### src/rtl/pwr_seq_ctrl.sv
// Rail power sequencer: brings NumRails supplies up in ascending order on request,
// removes them in descending order on release, and latches a fault on PG loss or timeout.
module pwr_seq_ctrl #(
    parameter int                  NumRails    = 4,
    parameter int                  CntWidth    = 8,
    parameter logic [CntWidth-1:0] DlyMs       = CntWidth'(10),
    parameter logic [CntWidth-1:0] PgTimeoutMs = CntWidth'(50),
    parameter logic [CntWidth-1:0] OffDlyMs    = CntWidth'(5)
) (
    input  logic                CLK_IN,
    input  logic                RESET_N,
    input  logic                TICK_1MS,
    input  logic                PWR_ON_REQ,
    input  logic [NumRails-1:0] PG_IN,
    output logic [NumRails-1:0] RAIL_EN_O,
    output logic                PWR_OK_O,
    output logic                FAULT_O,
    output logic [NumRails-1:0] FAULT_RAIL_O,
    output logic [2:0]          STATE_O
);
    localparam int IdxW = (NumRails > 1) ? $clog2(NumRails) : 1;

    localparam logic [2:0] S_IDLE    = 3'd0;
    localparam logic [2:0] S_ON_DLY  = 3'd1;
    localparam logic [2:0] S_WAIT_PG = 3'd2;
    localparam logic [2:0] S_ON      = 3'd3;
    localparam logic [2:0] S_OFF_DLY = 3'd4;
    localparam logic [2:0] S_FAULT   = 3'd5;

    localparam logic [CntWidth-1:0] DlyLast = DlyMs - 1'b1;
    localparam logic [CntWidth-1:0] PgLast  = PgTimeoutMs - 1'b1;
    localparam logic [CntWidth-1:0] OffLast = OffDlyMs - 1'b1;
    localparam logic [IdxW-1:0]     IdxLast = IdxW'(NumRails - 1);

    logic [1:0]          req_sync_q;
    logic [NumRails-1:0] pg_sync1_q, pg_s_q;
    logic                req_s;

    logic [2:0]          state_q, state_d;
    logic [IdxW-1:0]     idx_q, idx_d;
    logic [CntWidth-1:0] cnt_q, cnt_d;
    logic [NumRails-1:0] rail_en_q, rail_en_d;
    logic [NumRails-1:0] conf_q, conf_d;
    logic                fault_q, fault_d;
    logic [NumRails-1:0] fault_rail_q, fault_rail_d;
    logic                pwr_ok_q;

    logic                restart;
    logic [NumRails-1:0] drop;
    logic [NumRails-1:0] en_shed;
    logic                found;

    assign req_s = req_sync_q[1];
    // Rails that were confirmed good while enabled and have since lost power-good.
    assign drop  = rail_en_q & conf_q & ~pg_s_q;

    always_comb begin
        en_shed = rail_en_q;
        found   = 1'b0;
        for (int i = NumRails - 1; i >= 0; i--) begin
            if (!found && rail_en_q[i]) begin
                en_shed[i] = 1'b0;
                found      = 1'b1;
            end
        end
    end

    always_comb begin
        state_d      = state_q;
        idx_d        = idx_q;
        cnt_d        = cnt_q;
        rail_en_d    = rail_en_q;
        conf_d       = conf_q;
        fault_d      = fault_q;
        fault_rail_d = fault_rail_q;
        restart      = 1'b0;
        case (state_q)
            S_IDLE: begin
                rail_en_d = '0;
                conf_d    = '0;
                if (req_s) begin
                    state_d = S_ON_DLY;
                    idx_d   = '0;
                end
            end
            S_ON_DLY, S_WAIT_PG, S_ON: begin
                if (|drop) begin
                    state_d      = S_FAULT;
                    fault_d      = 1'b1;
                    fault_rail_d = drop;
                    rail_en_d    = '0;
                    conf_d       = '0;
                end else if (!req_s) begin
                    state_d = S_OFF_DLY;
                end else if (state_q == S_ON_DLY) begin
                    if (TICK_1MS && cnt_q == DlyLast) begin
                        rail_en_d[idx_q] = 1'b1;
                        state_d          = S_WAIT_PG;
                    end
                end else if (state_q == S_WAIT_PG) begin
                    // Power-good is checked first so it wins a same-cycle race with timeout.
                    if (pg_s_q[idx_q]) begin
                        conf_d[idx_q] = 1'b1;
                        if (idx_q == IdxLast) begin
                            state_d = S_ON;
                        end else begin
                            idx_d   = idx_q + 1'b1;
                            state_d = S_ON_DLY;
                        end
                    end else if (TICK_1MS && cnt_q == PgLast) begin
                        state_d             = S_FAULT;
                        fault_d             = 1'b1;
                        fault_rail_d        = '0;
                        fault_rail_d[idx_q] = 1'b1;
                        rail_en_d           = '0;
                        conf_d              = '0;
                    end
                end
            end
            S_OFF_DLY: begin
                if (rail_en_q == '0) begin
                    state_d = S_IDLE;
                end else if (TICK_1MS && cnt_q == OffLast) begin
                    rail_en_d = en_shed;
                    conf_d    = conf_q & en_shed;
                    restart   = 1'b1;
                    if (en_shed == '0) state_d = S_IDLE;
                end
            end
            S_FAULT: begin
                rail_en_d = '0;
                conf_d    = '0;
                fault_d   = 1'b1;
                if (!req_s) begin
                    state_d      = S_IDLE;
                    fault_d      = 1'b0;
                    fault_rail_d = '0;
                end
            end
            default: begin
                state_d   = S_IDLE;
                rail_en_d = '0;
                conf_d    = '0;
            end
        endcase
        if (state_d != state_q || restart) begin
            cnt_d = '0;
        end else if (TICK_1MS) begin
            cnt_d = cnt_q + 1'b1;
        end
    end

    always_ff @(posedge CLK_IN or negedge RESET_N) begin
        if (!RESET_N) begin
            req_sync_q   <= '0;
            pg_sync1_q   <= '0;
            pg_s_q       <= '0;
            state_q      <= S_IDLE;
            idx_q        <= '0;
            cnt_q        <= '0;
            rail_en_q    <= '0;
            conf_q       <= '0;
            fault_q      <= 1'b0;
            fault_rail_q <= '0;
            pwr_ok_q     <= 1'b0;
        end else begin
            req_sync_q   <= {req_sync_q[0], PWR_ON_REQ};
            pg_sync1_q   <= PG_IN;
            pg_s_q       <= pg_sync1_q;
            state_q      <= state_d;
            idx_q        <= idx_d;
            cnt_q        <= cnt_d;
            rail_en_q    <= rail_en_d;
            conf_q       <= conf_d;
            fault_q      <= fault_d;
            fault_rail_q <= fault_rail_d;
            pwr_ok_q     <= (state_d == S_ON);
        end
    end

    assign RAIL_EN_O    = rail_en_q;
    assign PWR_OK_O     = pwr_ok_q;
    assign FAULT_O      = fault_q;
    assign FAULT_RAIL_O = fault_rail_q;
    assign STATE_O      = state_q;

endmodule

### config.mk
export PLATFORM = sky130hd
export DESIGN_NAME = pwr_seq_ctrl
export DESIGN_NICKNAME = d
export VERILOG_FILES = /design/src/rtl/pwr_seq_ctrl.sv
export SDC_FILE = /design/constraint.sdc
export NUM_CORES = 1
export LEC_CHECK = 0
export CAP_MARGIN = 25
export CORE_MARGIN = 2
export CORE_UTILIZATION = 61
export DETAILED_ROUTE_END_ITERATION = 7
export GPL_ROUTABILITY_DRIVEN = 0
export GPL_TIMING_DRIVEN = 1
export PLACE_DENSITY = 0.84
export SYNTH_ARGS = -nofsm -noshare
export SYNTH_HDL_FRONTEND = slang
export SYNTH_SLANG_ARGS = --single-unit
### constraint.sdc
create_clock -name CLK_IN -period 4.76 [get_ports CLK_IN]
set_input_delay 0.952 -clock CLK_IN [delete_from_list [all_inputs] [get_ports CLK_IN]]
set_output_delay 0.952 -clock CLK_IN [all_outputs]
set_load 0.02 [all_outputs]
==> results.tsv, run 1 <==
metric	value	unit
syn_area_per_cell	10.3	um2
Reg-to-Reg End	FAULT_RAIL_O[3]	
DRC	0	
die height	63.6	um
DR WL/cell	16.8	um
clk sinks	37	
TNS Setup	0	ns
Yosys cell types	64	
initial antenna violation count	0	
CP delay by family, top	compound AO/OA/AOI/OAI gates	
hold path endpoint	pg_s_q[2]	
fmax	347	MHz
endpoints failing setup	0	
Reg2Reg Launch Point	idx_q[0]	
syn_nets	225	
vias in the first global route	1695	
CP max FO	8	
period utilization	60.5	%
Cell Rows	21	
hold depth	0	
Total Routed Length	4590	um
WP data required	5.02	ns
largest net degree at the start of global routing	38	
fin nets	242	
Die ar.	4050	um2
min-delay src	pg_sync1_q[2]	
clk_skew	0.0141	ns
reg-to-reg slack, setup	2.43	ns
vias after detailed routing	1762	
CP endpoint kind	flip-flop	
Starting Density	64.4	%
CP Depth	6	
RSZ-0062 raised after global routing	false	
gr usage total	26.0	%
Seq cells post-synth	37	
Clock Path Buffers	2	
Iter 0 DRT Violations	172	
Resize count post-CTS	0	
Hold Violations, Final	0	
worst slew pin tran	0.687	ns
post-synth top area cell	dfrtp_1	
R2R depth	5	
Finished Cell Area	2430	um2
drt first pass iters	4	
Final Max Tran Viols	0	
main area contributors after synthesis	dfrtp_1, ha_1, nand2_1, a21oi_1, xnor2_1	
Post-synth top flop	dfrtp_1	
Seq/Total Area, Yosys	42.7	%
Port Buffers	20	
Max VDD drop	0.272	mV
Worst setup SP type	input port	
met3 wire length	292	um
fill count	250	
most frequent cells in the layout	dfrtp_1, clkdlybuf4s50_1, nand2_1	
synth-to-layout area growth	12.2	%
leakage power	1.00	nW
Reg clk slew, reported paths	0.11	ns
Hold-fix buffers, CTS	0	
post-CTS setup buffer count	0	
Die X	63.6	um
gr ovfl total	0	
critical path class	in -> reg	
placed instance area	2380	um2
# diodes	0	
commonest non-fill, non-tap cell in the layout	dfrtp_1	
CTS H-tree lvls	2	
EDFF count, synth	0	
critical path arrival	3.14	ns
Max-slew headroom	54.1	%
Routed Antenna Nets	0	
Crit-path slowest cell	a2111oi_1	
synthesized area	2170	um2
DP Wirelength	3340	um
worst hold path type	reg -> reg	
Ys Warns	0	
met2 routed WL	2100	um
share of async-settable or async-resettable flops after synthesis	100	%
post-synth top area share	42.7	%
layout cells sized above 1	11.8	%
global-route wire length before repair	8200	um
CP Buf/Inv Count	1	
Max Used Layer	met4	
Skew-Pair Late Insertion Delay	0.36	ns
CTS Root Cell	clkbuf_4	
Tmin final	2.88	ns
status	completed	
IO Pins	21	
Core Area	3360	um2
MaxCap Viol Count	0	
M1 WL	2130	um
CTS tree	done	
Post-Synthesis Cells	210	
crit-path cells	clkdlybuf4s50_1 -> and4bb_2 -> nor4bb_4 -> a2111oi_1 -> o22ai_4 -> nor3_1	
total CTS buffers	5	
routed vias/inst	6.43	
crit-path max cell delay	0.64	ns
pwr dens	463	nW/um2
## worst max-delay path by stage
| stage | from | slack [ns] | end |
|---|---|---|---|
| 6_report | TICK_1MS | 1.88 | cnt_q[4] |
| 2_1_floorplan | TICK_1MS | 2.24 | cnt_q[0] |
| 3_3_place_gp | TICK_1MS | 1.72 | cnt_q[6] |
| 4_1_cts | TICK_1MS | 1.90 | cnt_q[4] |
| 3_5_place_dp | TICK_1MS | 1.54 | cnt_q[4] |
| 5_1_grt | TICK_1MS | 1.76 | cnt_q[4] |
## final cells by class
class	instances	area [um2]	area share [%]
Tap cell	46	57.6	2.37
Clock buffer	5	37.5	1.54
Sequential cell	37	926	38.1
Timing Repair Buffer	21	208	8.54
Multi-Input combinational cell	154	1160	47.5
Clock inverter	3	17.5	0.720
Inverter	8	30.0	1.23
## per-layer routing
layer | global-route usage, % | vias to the layer above
met5 | 0 | -
met4 | 10.3 | 0
met3 | 5.89 | 11
met2 | 37.8 | 81
met1 | 37.7 | 851
li1 | - | 819
## state kept, by name, indices dropped and copies added (netlist names)
name and count:
pg_sync1_q 4, cnt_q 8, req_sync_q 2, idx_q 2, RAIL_EN_O 4, pg_s_q 4, FAULT_O 1, PWR_OK_O 1
FAULT_RAIL_O 4, conf_q 4, STATE_O 3
## cell usage after synthesis, drive strengths merged, types with 2 or more instances
library cell,instances
dfrtp,37
nand2,19
a21oi,14
nor3,9
inv,8
buf,7
ha,7
nor2,7
xnor2,7
a2bb2oi,5
a41oi,4
and3,4
clkbuf,4
mux2,4
nand2b,4
nand3b,4
nor3b,4
o211ai,4
a31oi,3
and2,3
nand4,3
o21ai,3
o31a,3
or4,3
and4bb,2
mux2i,2
nand3,2
nor2b,2
o21bai,2
o22ai,2
o2bb2ai,2
or3,2
xor2,2
## stage by stage
stage	std cells	util [%]	setup slack [ns]	hold slack [ns]	power (mW)
after floorplan	210	-	2.24	0.331	0.820
after global placement	266	70.7	1.72	0.333	0.941
after detailed placement	266	70.7	1.54	0.335	0.961
after CTS	274	72.3	1.90	0.360	1.12
after global routing	274	72.3	1.76	0.372	1.21
final	274	72.3	1.88	0.360	1.13
## logic make-up (layout without fill, tap and decap cells)
logic type | Yosys count | count (layout) | synth area share, %
AND/OR/NAND/NOR | 72 | 72 | 20.0
AO/OA/AOI/OAI | 58 | 58 | 21.1
buffers and inverters | 19 | 37 | 3.93
multiplexers | 7 | 7 | 4.04
XOR/XNOR | 9 | 9 | 3.64
flip-flops | 37 | 37 | 42.7
adder cells (fa/ha/maj) | 8 | 8 | 4.50
## where the power goes
part	leakage, nW	total, mW	internal, mW	switching [mW]
clock network	0.0310	0.162	0.0556	0.106
registers	0.481	0.451	0.364	0.0868
logic	0.490	0.515	0.230	0.285
(Power assumes the default switching activity.)
==> run 2, diff against run 1 <==
- CORE_UTILIZATION: 61 -> 51
- PLACE_DENSITY: 0.84 -> 0.75
- clock period: 4.76 -> 2.65 ns (I/O delays scaled with it)
==> run 2 against run 1 <==
Net effect: register-to-register slack got worse by 2.1 ns; die area increased by 18%; global-route usage decreased by 5.1 points; routed wire length increased by 1.1%; core utilization decreased by 9.8 points; clock-buffer cell count unchanged; setup slack got worse by 1.5 ns; final cell count increased by 3.6%; worst hold slack got worse by 0.044 ns; via count decreased by 1.4%; clock power increased to 3.1 times the previous value; largest power group unchanged.
==> results.tsv, run 2 (synthesis results as in run 1) <==
metric	value	unit	change
status	completed		unchanged
Hold Violations, Final	0		unchanged
layout cells sized above 1	14.5	%	was 11.8%
pwr dens	898	nW/um2	was 463 nW/um2
Comb pwr share	44.1	%	was 45.7%
CP Buf/Inv Count	0		was 1
Crit-path slowest cell	mux4_2		was a2111oi_1
Power Internal	1.38	mW	was 0.650 mW
Core Area	4060	um2	was 3360 um2
Starting Density	53.4	%	was 64.4%
Final Max Tran Viols	0		unchanged
max FFs per register	8		unchanged
sequential share of power	33.9	%	was 40.0%
Die ar.	4790	um2	was 4050 um2
Finished Cell Area	2530	um2	was 2430 um2
Worst setup SP type	flip-flop		was input port
Largest Register	cnt_q		unchanged
leakage power	1.06	nW	was 1.00 nW
vias in the first global route	1685		was 1695
Iter 0 DRT Violations	150		was 172
fin nets	248		was 242
Routed Antenna Nets	0		unchanged
fill count	343		was 250
gr usage total	20.9	%	was 26.0%
Reg clk slew, reported paths	0.08	ns	was 0.11 ns
routed vias/inst	6.12		was 6.43
crit-path cells	mux4_2 -> nor4bb_4 -> a21oi_1 -> o2bb2ai_2 -> mux2_2		was clkdlybuf4s50_1 -> and4bb_2 -> nor4bb_4 -> a2111oi_1 -> o22ai_4 -> nor3_1
Reg2Reg Launch Point	idx_q[0]		unchanged
clock network power share	21.9	%	was 14.3%
gr ovfl total	0		unchanged
endpoints failing setup	0		unchanged
DRC	0		unchanged
WP data required	2.83	ns	was 5.02 ns
largest net degree at the start of global routing	38		unchanged
TNS Setup	0	ns	unchanged
period utilization	85.9	%	
CTS H-tree lvls	2		unchanged
drt first pass iters	4		unchanged
commonest non-fill, non-tap cell in the layout	dfrtp_1		unchanged
Clock Path Buffers	2		unchanged
Hold-fix buffers, CTS	0		unchanged
Die X	69.2	um	was 63.6 um
CTS Root Cell	clkbuf_8		was clkbuf_4
CP endpoint kind	flip-flop		unchanged
Resize count post-CTS	0		unchanged
Port Buffers	20		unchanged
DP Wirelength	3380	um	was 3340 um
IO Pins	21		unchanged
# diodes	0		unchanged
Tot Pwr	2.28	mW	was 1.13 mW
Net Sw Power	0.892	mW	was 0.477 mW
total CTS buffers	5		unchanged
crit-path max cell delay	0.64	ns	about the same
reg-to-reg slack, setup	0.37	ns	was 2.43 ns
CP max FO	7		was 8
synth-to-layout area growth	17.0	%	was 12.2%
area occupied by multi-input gates	1160	um2	unchanged
worst hold path type	in -> async		was reg -> reg
fmax	439	MHz	
DR WL/cell	16.3	um	was 16.8 um
Critical path destination	FAULT_RAIL_O[0]		was cnt_q[4]
CP delay by family, top	multiplexers		was compound AO/OA/AOI/OAI gates
placed instance area	2420	um2	was 2380 um2
Sw Ratio	39.2	%	was 42.3%
R2R depth	5		unchanged
most frequent cells in the layout	dfrtp_1, nand2_1, clkdlybuf4s50_1		was dfrtp_1, clkdlybuf4s50_1, nand2_1
clk_skew	0.00393	ns	was 0.0141 ns
Tmin final	2.28	ns	
Cell Rows	23		was 21
Skew-Pair Late Insertion Delay	0.29	ns	was 0.36 ns
critical path class	reg -> reg		was in -> reg
critical path arrival	2.46	ns	was 3.14 ns
die height	69.2	um	was 63.6 um
RSZ-0062 raised after global routing	false		unchanged
clk sinks	37		unchanged
Max VDD drop	0.474	mV	was 0.272 mV
Max-slew headroom	46.7	%	was 54.1%
initial antenna violation count	0		unchanged
CP Depth	5		was 6
CTS tree	done		unchanged
Total Routed Length	4640	um	was 4590 um
critical path launch point	idx_q[0]		was TICK_1MS
global-route wire length before repair	8140	um	was 8200 um
Reg-to-Reg End	FAULT_RAIL_O[0]		was FAULT_RAIL_O[3]
register area	926	um2	unchanged
MaxCap Viol Count	0		unchanged
worst slew pin tran	0.799	ns	was 0.687 ns
post-CTS setup buffer count	0		unchanged
vias after detailed routing	1737		was 1762
-- run 2: worst min path at each step --
| stage | start | to | slack, ns | depth (start not counted) |
|---|---|---|---|---|
| floorplan | RESET_N | FAULT_O | 0.23 | 0 |
| detailed placement | pg_sync1_q[2] | pg_s_q[2] | 0.34 | 0 |
| CTS | RESET_N | PWR_OK_O | 0.35 | 1 |
| global route | pg_sync1_q[2] | pg_s_q[2] | 0.36 | 0 |
| global placement | req_sync_q[0] | req_sync_q[1] | 0.33 | 0 |
| finish | RESET_N | STATE_O[1] | 0.32 | 1 |
-- run 2: power by group through the flow --
stage / combinational (mW) / sequential, mW / clock [mW]
after floorplan: 0.677 / 0.796 / 0
after detailed placement: 0.997 / 0.784 / 0
final: 1.00 / 0.773 / 0.499
after CTS: 1.00 / 0.774 / 0.504
after global routing: 1.09 / 0.791 / 0.523
after global placement: 0.983 / 0.780 / 0
-- run 2: area by class of cell --
cell class / instances / area share, %
Tap cell: 50 / 2.47
Clock buffer: 5 / 2.71
Timing Repair Buffer: 27 / 9.77
Multi-Input combinational cell: 154 / 45.6
Inverter: 8 / 1.18
Clock inverter: 3 / 1.73
Sequential cell: 37 / 36.5
-- run 2: per-layer routing --
metal	routed length [um]	share of wire, %	vias up	track usage (%)
li1	-	-	830	-
met1	2200	47	844	29.7
met2	2160	47	57	31.8
met3	235	5.1	6	5.23
met4	46	0.99	0	5.88
met5	0	0	-	0
-- run 2: per-stage QoR --
stage,setup slack [ns],instances,hold WS (ns),util [%]
6_report,0.373,284,0.315,62.5
5_1_grt,0.260,284,0.361,62.5
4_1_cts,0.360,284,0.354,62.5
3_5_place_dp,0.139,276,0.336,59.7
3_3_place_gp,0.172,276,0.332,59.7
2_1_floorplan,0.523,210,0.234,-
